**src/rtl/branch_predictor_pkg.sv**
```systemverilog
// rtl/branch_predictor_pkg.sv - shared counter encodings and PC field helpers for the BTB
package branch_predictor_pkg;

    typedef enum logic [1:0] {
        SNT = 2'b00,
        WNT = 2'b01,
        WT  = 2'b10,
        ST  = 2'b11
    } ctr_e;

    localparam int DEFAULT_ENTRIES = 16;

    // Word-aligned PCs: bits [1:0] never take part in index or tag.
    function automatic logic [31:0] pc_index(input logic [31:0] pc, input int unsigned index_w);
        return (pc >> 2) & ((32'd1 << index_w) - 32'd1);
    endfunction

    function automatic logic [31:0] pc_tag(input logic [31:0] pc, input int unsigned index_w);
        return pc >> (index_w + 2);
    endfunction

endpackage

```
**src/rtl/sat_counter2.sv**
```systemverilog
// rtl/sat_counter2.sv - 2-bit saturating up/down next-state function
module sat_counter2
    import branch_predictor_pkg::*;
(
    input  ctr_e ctr_i,
    input  logic up_i,
    output ctr_e ctr_o
);

    always_comb begin
        ctr_o = ctr_i;
        if (up_i) begin
            if (ctr_i != ST) ctr_o = ctr_e'(ctr_i + 2'd1);
        end else begin
            if (ctr_i != SNT) ctr_o = ctr_e'(ctr_i - 2'd1);
        end
    end

endmodule

```
**src/rtl/branch_predictor.sv**
```systemverilog
// rtl/branch_predictor.sv - direct-mapped BTB with 2-bit direction counters
module branch_predictor
    import branch_predictor_pkg::*;
#(
    parameter int memAddrWidth = 15,
    parameter int ENTRIES      = DEFAULT_ENTRIES,
    parameter int INDEX_W      = $clog2(ENTRIES)
) (
    input  logic                    clk,
    input  logic                    rst,
    input  logic [memAddrWidth-1:0] IF_pc,
    output logic                    BP_taken,
    output logic [memAddrWidth-1:0] BP_target_pc,
    output logic                    BP_hit,
    input  logic [memAddrWidth-1:0] EXE_pc,
    input  logic                    E_En,
    input  logic                    E_Branch_taken,
    input  logic [memAddrWidth-1:0] EXE_target_pc,
    input  logic                    Stall_MA
);

    localparam int TAG_W = memAddrWidth - INDEX_W - 2;

    logic                    valid_q  [ENTRIES];
    logic [TAG_W-1:0]        tag_q    [ENTRIES];
    logic [memAddrWidth-1:0] target_q [ENTRIES];
    ctr_e                    ctr_q    [ENTRIES];

    logic [INDEX_W-1:0]      if_idx, exe_idx;
    logic [TAG_W-1:0]        if_tag, exe_tag;
    logic                    if_hit, exe_hit, upd;
    ctr_e                    ctr_next;

    logic                    wr_en_d;
    ctr_e                    wr_ctr_d;
    logic [memAddrWidth-1:0] wr_target_d;

    assign if_idx  = INDEX_W'(pc_index(32'(IF_pc), INDEX_W));
    assign if_tag  = TAG_W'(pc_tag(32'(IF_pc), INDEX_W));
    assign exe_idx = INDEX_W'(pc_index(32'(EXE_pc), INDEX_W));
    assign exe_tag = TAG_W'(pc_tag(32'(EXE_pc), INDEX_W));

    // Lookup reads registered state only, so a same-cycle update is not bypassed.
    assign if_hit       = valid_q[if_idx] && (tag_q[if_idx] == if_tag);
    assign BP_hit       = if_hit;
    assign BP_taken     = if_hit && ctr_q[if_idx][1];
    assign BP_target_pc = if_hit ? target_q[if_idx] : IF_pc + memAddrWidth'(4);

    assign upd     = E_En && !Stall_MA;
    assign exe_hit = valid_q[exe_idx] && (tag_q[exe_idx] == exe_tag);

    sat_counter2 u_ctr (
        .ctr_i (ctr_q[exe_idx]),
        .up_i  (E_Branch_taken),
        .ctr_o (ctr_next)
    );

    always_comb begin
        wr_en_d     = 1'b0;
        wr_ctr_d    = ctr_q[exe_idx];
        wr_target_d = target_q[exe_idx];
        if (upd) begin
            if (exe_hit) begin
                wr_en_d  = 1'b1;
                wr_ctr_d = ctr_next;
                if (E_Branch_taken) wr_target_d = EXE_target_pc;
            end else if (E_Branch_taken) begin
                // Allocation evicts whatever aliased into this slot.
                wr_en_d     = 1'b1;
                wr_ctr_d    = WT;
                wr_target_d = EXE_target_pc;
            end
        end
    end

    always_ff @(posedge clk or posedge rst) begin
        if (rst) begin
            for (int i = 0; i < ENTRIES; i++) begin
                valid_q[i]  <= 1'b0;
                tag_q[i]    <= '0;
                target_q[i] <= '0;
                ctr_q[i]    <= WNT;
            end
        end else if (wr_en_d) begin
            valid_q[exe_idx]  <= 1'b1;
            tag_q[exe_idx]    <= exe_tag;
            target_q[exe_idx] <= wr_target_d;
            ctr_q[exe_idx]    <= wr_ctr_d;
        end
    end

endmodule

```
**config.mk**
```make
export PLATFORM = sky130hd
export DESIGN_NAME = branch_predictor
export DESIGN_NICKNAME = d
export VERILOG_FILES = /design/src/rtl/branch_predictor_pkg.sv /design/src/rtl/sat_counter2.sv /design/src/rtl/branch_predictor.sv
export SDC_FILE = /design/constraint.sdc
export NUM_CORES = 1
export LEC_CHECK = 0
export BUFFER_PORTS_ARGS = -buffer_cell sky130_fd_sc_hd__clkbuf_2
export CAP_MARGIN = 20
export CELL_PAD_IN_SITES_DETAIL_PLACEMENT = 1
export CELL_PAD_IN_SITES_GLOBAL_PLACEMENT = 1
export CORE_MARGIN = 1.5
export CORE_UTILIZATION = 53
export CTS_CLUSTER_SIZE = 30
export DETAILED_ROUTE_END_ITERATION = 10
export PLACE_DENSITY_LB_ADDON = 0.1
export SLEW_MARGIN = 5
export SYNTH_ARGS = -nofsm -noshare
export SYNTH_HDL_FRONTEND = slang
export SYNTH_SLANG_ARGS = --single-unit
```
**constraint.sdc**
```tcl
create_clock -name clk -period 16.3 [get_ports clk]
set_input_delay 1.63 -clock clk [delete_from_list [all_inputs] [get_ports clk]]
set_output_delay 1.63 -clock clk [all_outputs]
set_load 0.01 [all_outputs]
```
== After elaboration in Yosys (flattened, before gate mapping) ==
Index checks and enable logic that the tools add are counted.
Widths: inputs -> output; s select.

* Flip-flop bits (word level): 432
* Bits in latches: 0
* Memory bits (writable): 0
* ROM bits: 0
* Bits of input ports: 50
* Output and inout bits: 17
* Word-level logic and storage cells: 130
* Memories: 0

* Add/sub/neg operators: 3
* $mul: 0
* Divide/modulo/power cells: 0
* Magnitude comparators: 3
* Eq/ne operators: 3
* Shift-type cells: 0
* Multiplexer cells: 47
* Bitwise logic cells: 3
* Reduce and logical (&&, ||, !) cells: 7

{| class="wikitable"
|+ Operator list
! kind !! number
|-
| $bwmux 240 || 1
|-
| $bwmux 144 || 1
|-
| $bmux 15 s4 || 2
|-
| $mux 15 || 8
|-
| $bmux 9 s4 || 2
|-
| $demux 15 s4 || 1
|-
| $mux 9 || 5
|-
| $demux 9 s4 || 1
|-
| $bwmux 32 || 1
|-
| $mux 2 || 11
|-
| $eq 9x9->1 || 2
|-
| $bmux 2 s4 || 2
|-
| $or 16x16->16 || 1
|-
| $add 15x3->15 const B || 1
|-
| $ge 5x5->1 const B || 2
|-
| $not 4->5 || 2
|-
| $bmux 1 s4 || 2
|-
| $demux 2 s4 || 1
|-
| $mux 1 || 8
|-
| $logic_and 1x1->1 || 5
|-
| $lt 5x1->1 const B || 1
|-
| $demux 1 s4 || 1
|-
| $add 2x1->2 const B || 1
|-
| $ne 2x2->1 const B || 1
|-
| 3 further kinds || 3
|}

== Depth between registers and ports, before layout ==
Gate-level depths: netlist of the first run.

* Depth in word-level cells: 10
* Gate-level depth with buffers: 14
* Mapped depth without buffers: 8

== Modules after synthesis ==
From an unflattened synthesis of the first run, not the netlist that was laid out.

* Cell total of the unflattened synthesis: 1557
* Area total of the unflattened synthesis: 23667.7 sq um

{| class="wikitable"
|+ Modules (own cells, without submodules)
! module !! times used !! cells each !! area each (sq um) !! sequential area each (sq um)
|-
| branch_predictor || 1 || 1554 || 23641.4 || 10830.4
|-
| sat_counter2 || 1 || 3 || 26.3 || 0.0
|}

== Worst setup path after synthesis of the first run ==
Ideal clock, no wire load.

* Path kind: input -> output
* From: in IF_pc[2]
* To: out BP_target_pc[10]
* Arrival: 4852 ps
* Required time: 14670 ps
* Path slack: 9818 ps
* Stages: 9
* Path buffers: 3
* Cell sequence: clkbuf_1 buf_1 mux4_2 mux4_2 xor2_1 nor4_1 nand4_1 buf_2 mux2_2

* Cells in the longest elaborated chain, start to end: 7
* Elaborated cells between the ends (all ways): 14
* Classes of those cells: add/sub (1); eq/ne (1); mux (10); bitwise (1); reduce/logical (1)

{| class="wikitable"
|+ Ends and longest elaborated chain
! item !! line !! source
|-
| start, declared || branch_predictor.sv:11 || <nowiki>input logic [memAddrWidth-1:0] IF_pc,</nowiki>
|-
| $not 4->5 (not written as such) || branch_predictor.sv:44, branch_predictor.sv:47 ||
|-
| $bmux 9 s4 || branch_predictor.sv:44 || <nowiki>assign if_hit = valid_q[if_idx] && (tag_q[if_idx] == if_tag);</nowiki>
|-
| $mux 9 (not written as such) (2 in a row) || branch_predictor.sv:44 ||
|-
| $eq 9x9->1 || branch_predictor.sv:44 ||
|-
| $logic_and 1x1->1 || branch_predictor.sv:44 ||
|-
| $mux 15 * || branch_predictor.sv:47 || <nowiki>assign BP_target_pc = if_hit ? target_q[if_idx] : IF_pc + memAddrWidth'(4);</nowiki>
|-
| end, declared || branch_predictor.sv:13 || <nowiki>output logic [memAddrWidth-1:0] BP_target_pc,</nowiki>
|}

Every way passes the cells marked *; elsewhere a longest branch is shown, timed or not. The select of a mux whose other input is x is not followed.

== Final worst setup path of the first run ==
* From: in IF_pc[2]
* To: out BP_target_pc[3]

Same word-level chain as after synthesis.

==> metrics.cfg, run 1 <==
[route]
routed_wl_um = 66800
route.detailed.drc = 0
vias = 14311
ant_nets = 0
wl_per_cell_um = 31.2
vias_per_cell = 6.69
drt_iter0_drc = 1082
dr.pass1.iters = 5

[synth]
muxShareOfSynthArea = 0.455
synth-seq-area-share = 0.456
synth_edf_count = 0
ys_ff_latch = 432
synth_cell_types = 54
yosys_most_used_dff = dfrtp_1
synth_top_cell_by_area = dfrtp_1
ys_top_cells_by_area = dfrtp_1 (44%), mux4_2 (22%), mux2_2 (20%)
avgSynthCellArea_um2 = 15.9
synth_commonest_cells = mux2_2 (426), dfrtp_1 (416), mux4_2 (228)
synth_area_um2 = 23700
synth_warnings = 0
async_flop_share = 1.00
synth_compound_area_frac = 0.0263
yosys.area_share.simple = 0.0198
synth_xor_area_frac = 0.0107
synth_top_area_frac = 0.439
synth_most_common_cell = mux2_2
synth_top_family_by_area = multiplexers
syn_inst = 1497
synth_nets = 1548
synth_fa_ha_area_frac = 0.000527

[die]
core-area_um2 = 44200
chipWidth_um = 215
rows = 77
start_util = 0.537
die_height_um = 215
dieArea_um2 = 46100
ios = 67

[timing]
timing_worst_slew_pin_value_ps = 1050
max_slew_margin = 0.301
post-route-period-util = 0.472
final-hold-violation-count = 0
worst_slack_ps = 8600
min_period_ps = 7700
timing.setup.tns_ps = 0
skew_ps = 20.6
fmax_mhz = 130
slew_violations = 0
rsz0062_at_grt = false
setup_viol = 0

[place]
place_ws_ps = 8600
numPlacedInstances = 2047
port_buffers = 64
gp_congestion = 0.778
hpwl_um = 38100
placed_cell_area_um2 = 24500

[setup_path]
required_ps = 14670
cp-start-kind = primary input
r2r_slack_ps = 11930
crit_type = in2out
arrival_ps = 6070
worstPathMaxFanout = 47
end_kind = output pin

[clock_tree]
ctsRootBufferMaster = clkbuf_16
cts_setup_buffers = 0
h-tree-depth = 2
cts_buffers = 50
cts_tree = yes
clockBufferDepth = 3
cts_sinks = 432
clkLatencyLatePin_ps = 600
ctsResizeCount = 0
holdBufCountCts = 0
path_clk_slew_ps = 60

[finish]
stdcell_count = 2140
seqCellArea_um2 = 10800
area_growth_syn_to_layout_pct = 10.3
fin_util = 0.592
n_fill_cell = 3962
antenna-diode-count = 0
multi_input_area_um2 = 12200
nNetsFinal = 1561
stdcell_area_um2 = 26200
drive_above_1_share = 0.584

[status]
status = finished, final reports clean

[pwr]
combinationalPowerShare = 0.129
intPower_mw = 2.00
power_density_nw_per_um2 = 103
leakagePower_nw = 11.7
pwr-share-clk = 0.422
p_sw_mw = 0.692
pwr-share-seq = 0.449
p_sw_frac = 0.257
irDropWorstVdd_mv = 0.0890

[global_routing]
grt_pass1_wl_um = 103000
overflow = 0
grt_max_degree = 164
grt_usage = 0.301
grt_antenna_before_repair = 1
grt_pass1_vias = 15944

[hold_path]
hold_class = reg2reg

[run]
drv_cap = 0

==> layout by cell type (no fill, tap or decap), types with 3 or more instances in the layout <==
| cell type | count |
|---|---|
| nand2b_1 | 5 |
| and2_1 | 4 |
| clkinv_2 | 11 |
| nor2b_1 | 9 |
| a221oi_1 | 3 |
| dfrtp_1 | 416 |
| a22o_1 | 7 |
| a2111oi_4 | 4 |
| mux2i_1 | 57 |
| buf_4 | 39 |
| or2_2 | 15 |
| mux2_2 | 426 |
| nand2_1 | 21 |
| inv_1 | 6 |
| o2111a_1 | 3 |
| clkbuf_2 | 59 |
| xnor2_1 | 12 |
| clkbuf_8 | 15 |
| mux4_2 | 228 |
| and3_1 | 3 |
| mux2_1 | 9 |
| a22oi_1 | 13 |
| bufinv_16 | 3 |
| nor2_1 | 14 |
| clkbuf_1 | 6 |
| a21oi_4 | 9 |
| a21oi_1 | 8 |
| nand3_1 | 9 |
| nor4_1 | 3 |
| mux2_4 | 10 |
| dfstp_2 | 16 |
| xor2_1 | 17 |
| clkbuf_16 | 50 |
==> stage by stage <==
stage	hold slack (ps)	power (mW)
after floorplan	451	1.48
after global placement	466	1.56
after detailed placement	479	1.57
after CTS	494	2.72
after global routing	509	2.79
final	495	2.70
==> kinds of logic after synthesis <==
family | after synthesis
fa+ha+maj | 1
compound gates | 64
xor+xnor | 29
flops | 432
mux | 732
simple gates | 90
buf+inv | 149
==> worst paths after layout <==
kind | startpoint | endpoint | cells past startpoint
worst min-delay path | valid_q[8] | valid_q[8] | 1
worst min register to register | valid_q[8] | valid_q[8] | 1
max in group asynchronous | rst | target_q[197] | 4
worst max register to register | tag_q[78] | target_q[62] | 9
worst max-delay path | IF_pc[2] | BP_target_pc[3] | 12
min in group asynchronous | rst | tag_q[25] | 2
==> metal layers <==
layer	up-vias	wire, µm	track usage	share of wire
li1	5855	-	-	-
met5	-	14	0	0.00021
met1	7934	29200	0.418	0.44
met4	2	2290	0.108	0.034
met2	383	31700	0.477	0.47
met3	137	3640	0.0584	0.054
==> power groups by stage <==
stage | clock [mW] | sequential (mW) | combinational [mW]
3_5_place_dp | 0 | 1.23 | 0.348
3_3_place_gp | 0 | 1.22 | 0.338
6_report | 1.14 | 1.21 | 0.347
5_1_grt | 1.20 | 1.22 | 0.373
4_1_cts | 1.16 | 1.21 | 0.350
2_1_floorplan | 0 | 1.21 | 0.268
==> worst max-delay path: stages <==
cell      delay [ps]
buf_6            530
buf_4            680
mux4_2           590
nor2b_1          140
a211oi_1         270
a21oi_1          220
xor2_1           250
nor4_1           260
nand4_1          520
buf_4            440
mux2_2           320
clkbuf_2         130
==> registers in the layout (all words and copies together) (netlist names) <==
| name | cells |
|---|---|
| target_q | 240 |
| tag_q | 144 |
| ctr_q | 32 |
| valid_q | 16 |
==> final cells by class <==
cell class | count | share of cell area
Multi-Input combinational cell | 916 | 0.468
Sequential cell | 432 | 0.414
Clock buffer | 70 | 0.0560
Tap cell | 592 | 0.0283
Timing Repair Buffer | 103 | 0.0248
Clock inverter | 20 | 0.00774
Inverter | 7 | 0.00129
No activity file was read; power rests on OpenSTA's default activity.
==> inputs of run 2 (changes only) <==
--- a/config.mk
+++ b/config.mk
@@ -5,12 +5,13 @@
 export SDC_FILE = /design/constraint.sdc
 export NUM_CORES = 1
 export LEC_CHECK = 0
+export ABC_AREA = 1
 export BUFFER_PORTS_ARGS = -buffer_cell sky130_fd_sc_hd__clkbuf_2
 export CAP_MARGIN = 20
 export CELL_PAD_IN_SITES_DETAIL_PLACEMENT = 1
 export CELL_PAD_IN_SITES_GLOBAL_PLACEMENT = 1
 export CORE_MARGIN = 1.5
-export CORE_UTILIZATION = 53
+export CORE_UTILIZATION = 42
 export CTS_CLUSTER_SIZE = 30
 export DETAILED_ROUTE_END_ITERATION = 10
 export PLACE_DENSITY_LB_ADDON = 0.1
==> constraint.sdc (replaced) <==
create_clock -name clk -period 6.5 [get_ports clk]
set_input_delay 0.65 -clock clk [delete_from_list [all_inputs] [get_ports clk]]
set_output_delay 0.65 -clock clk [all_outputs]
set_load 0.01 [all_outputs]
==> metrics.cfg, run 2 <==
[synth]
synth_top_area_frac = 0.444  ; +0.00558
synth_fa_ha_area_frac = 0.000534  ; +0.00000670
async_flop_share = 1.00  ; unchanged
ys_top_cells_by_area = dfrtp_1 (44%), nand2_1 (17%), o21ai_0 (12%)
muxShareOfSynthArea = 0  ; -0.455
synth_top_family_by_area = compound AO/OA/AOI/OAI gates
avgSynthCellArea_um2 = 7.33  ; -54%
synth_nets = 3249  ; +110%
synth_cell_types = 41  ; -24%
ys_ff_latch = 432  ; unchanged
synth-seq-area-share = 0.462  ; +0.00580
synth_commonest_cells = nand2_1 (1070), o21ai_0 (569), dfrtp_1 (416)
synth_xor_area_frac = 0.00411  ; -0.00659
synth_most_common_cell = nand2_1
syn_inst = 3198  ; +110%
synth_edf_count = 0  ; unchanged
synth_compound_area_frac = 0.237  ; +0.211
yosys_most_used_dff = dfrtp_1
yosys.area_share.simple = 0.234  ; +0.214
synth_top_cell_by_area = dfrtp_1
synth_warnings = 0  ; unchanged
synth_area_um2 = 23400  ; -1.3%

[pwr]
pwr-share-clk = 0.415  ; -0.007
irDropWorstVdd_mv = 0.229  ; +160%
pwr-share-seq = 0.444  ; -0.005
combinationalPowerShare = 0.141  ; +0.012
p_sw_mw = 2.05  ; +200%
leakagePower_nw = 11.8  ; +0.37%
intPower_mw = 4.84  ; +140%
power_density_nw_per_um2 = 266  ; +160%
p_sw_frac = 0.298  ; +0.0409

[die]
core-area_um2 = 55100  ; +25%
ios = 67  ; unchanged
dieArea_um2 = 57200  ; +24%
die_height_um = 239  ; +11%
start_util = 0.425  ; -0.111
chipWidth_um = 239  ; +11%
rows = 86  ; +12%

[finish]
fin_util = 0.471  ; -0.121
layout_common_cells = nand2_1 (1061), o21ai_0 (569), dfrtp_1 (416)
antenna-diode-count = 0  ; unchanged
stdcell_count = 3909  ; +83%
reg_top3 = target_q (240), tag_q (144), ctr_q (32)
area_growth_syn_to_layout_pct = 10.7
mostFrequentLayoutCell = nand2_1
largest_register_ffs = 240  ; unchanged
drive_above_1_share = 0.0835  ; -0.500
stdcell_area_um2 = 25900  ; -0.85%
nNetsFinal = 3176  ; +100%
top_register = target_q

[route]
vias_per_cell = 5.97  ; -11%
route.detailed.drc = 0  ; unchanged
drt_iter0_drc = 1915  ; +77%
ant_nets = 0  ; unchanged
wl_per_cell_um = 24.3  ; -22%
routed_wl_um = 95000  ; +42%
dr.pass1.iters = 5  ; unchanged
vias = 23341  ; +63%

[hold_path]
hold_class = in2async

[setup_path]
worstPathMaxFanout = 24  ; -49%
end_kind = output pin
crit_type = in2out
required_ps = 5850  ; -8820 ps
path_cells = clkbuf_2, nor2_4, buf_4, nand2_1, nand2_1, inv_1, nand2_1, nor2_1, nor2_1, nand3_1, nor2_1, buf_4, nand2_1, o21ai_0, clkbuf_2
crit_top_cell = nand2_1
critical-path-top-delay-family = simple AND/OR/NAND/NOR gates
cp_num_buf_inv = 5  ; +1
critPathSlowestCell = nor2_4
cpPeakStageDelay_ps = 990  ; +310 ps
cp-start-kind = primary input
arrival_ps = 4460  ; -1610 ps

[clock_tree]
clkLatencyLatePin_ps = 620  ; +20 ps
cts_buffers = 50  ; unchanged
cts_tree = yes
ctsResizeCount = 0  ; unchanged
holdBufCountCts = 0  ; unchanged
h-tree-depth = 2  ; unchanged
ctsRootBufferMaster = clkbuf_16
path_clk_slew_ps = 60  ; about the same
clockBufferDepth = 3  ; unchanged
cts_setup_buffers = 0  ; unchanged
cts_sinks = 432  ; unchanged

[timing]
hold_ws_ps = 130  ; -366 ps
max_slew_margin = 0.273  ; -0.0285
rsz0062_at_grt = false
skew_ps = 22.4  ; +1.80 ps
timing.setup.tns_ps = 0  ; unchanged
timing_worst_slew_pin_value_ps = 1090  ; +43.1 ps
post-route-period-util = 0.786
setup_viol = 0  ; unchanged
slew_violations = 0  ; unchanged
fmax_mhz = 196
final-hold-violation-count = 0  ; unchanged
min_period_ps = 5110

[place]
hpwl_um = 55100  ; +45%
gp_congestion = 0.822  ; +5.7%
placed_cell_area_um2 = 24300  ; -0.88%
numPlacedInstances = 3813  ; +86%
port_buffers = 64  ; unchanged

[run]
drv_cap = 0  ; unchanged

[global_routing]
overflow = 0  ; unchanged
grt_pass1_wl_um = 146000  ; +43%
grt_antenna_before_repair = 1  ; unchanged
grt_pass1_vias = 24052  ; +51%
grt_usage = 0.336  ; +0.0349
grt_max_degree = 146  ; -11%

[status]
status = finished, final reports clean

==> run 2: cell count changes after synthesis, sizes merged, moves of 58 or more <==
cell,before,now
a21oi,17,75
a22oi,13,129
clkbuf,36,180
inv,7,92
mux2,445,0
mux4,230,0
nand2,22,1078
nor2,14,254
o21ai,1,655
==> run 2: cell families (layout without fill, tap and decap cells) <==
| kind of cell | Yosys count | count (layout) |
|---|---|---|
| AND/OR/NAND/NOR | 1415 | 1415 |
| XOR/XNOR | 11 | 11 |
| AO/OA/AOI/OAI | 985 | 985 |
| flip-flops | 432 | 432 |
| adder cells (fa/ha/maj) | 1 | 1 |
| buffers and inverters | 354 | 317 |
==> run 2: worst paths after layout <==
kind	slack (ps)	cells after the start	start	to
max	1390	15	IF_pc[4]	BP_target_pc[8]
min in group clk	450	3	EXE_target_pc[8]	target_q[203]
max in group asynchronous	5070	3	rst	target_q[32]
min	130	2	rst	tag_q[102]
max reg2reg	3040	18	valid_q[2]	tag_q[95]
min reg2reg	470	2	ctr_q[12]	ctr_q[12]
==> run 2: power groups by stage <==
stage	logic [mW]	clock network, mW	registers [mW]
CTS	0.965	2.90	3.05
finish	0.972	2.86	3.06
floorplan	0.638	0	3.06
global placement	0.924	0	3.08
global route	1.08	3.00	3.08
detailed placement	0.958	0	3.10
==> run 2: worst reg2reg max path, cell delays in order (launching register included) <==
cell and delay (ps):
dfrtp_1 320, inv_1 60, nand2_1 50, o21ai_0 90
nand2_1 80, nand2_1 60, nand2_1 60, nand2_1 50
nor2_1 320, nand2_1 130, inv_1 70, nand2_1 50
nor2_2 150, nand3_4 270, nand2_4 430, nand2_2 460
buf_4 460, nand2_1 140, o21ai_1 70
==> run 2: through the flow <==
| stage | setup slack (ps) | power [mW] |
|---|---|---|
| floorplan | 29.7 | 3.69 |
| global placement | 1540 | 4.01 |
| detailed placement | 1510 | 4.06 |
| CTS | 1450 | 6.92 |
| global route | 1140 | 7.17 |
| finish | 1390 | 6.89 |
==> run 2: routing by layer <==
metal	up-vias	global-route usage	part of all wire
li1	10549	-	-
met1	11828	0.441	0.43
met2	780	0.570	0.48
met3	184	0.0377	0.057
met4	0	0.127	0.034
met5	-	0	0
==> run 2: layout make-up <==
type	instances	area (µm²)
inverters	95	365
multi-input cells	2412	11200
well taps	748	936
flip-flops and latches	432	10800
clock buffers	69	1430
fillers	6880	29100
clock inverters	19	195
repair buffers	134	1000
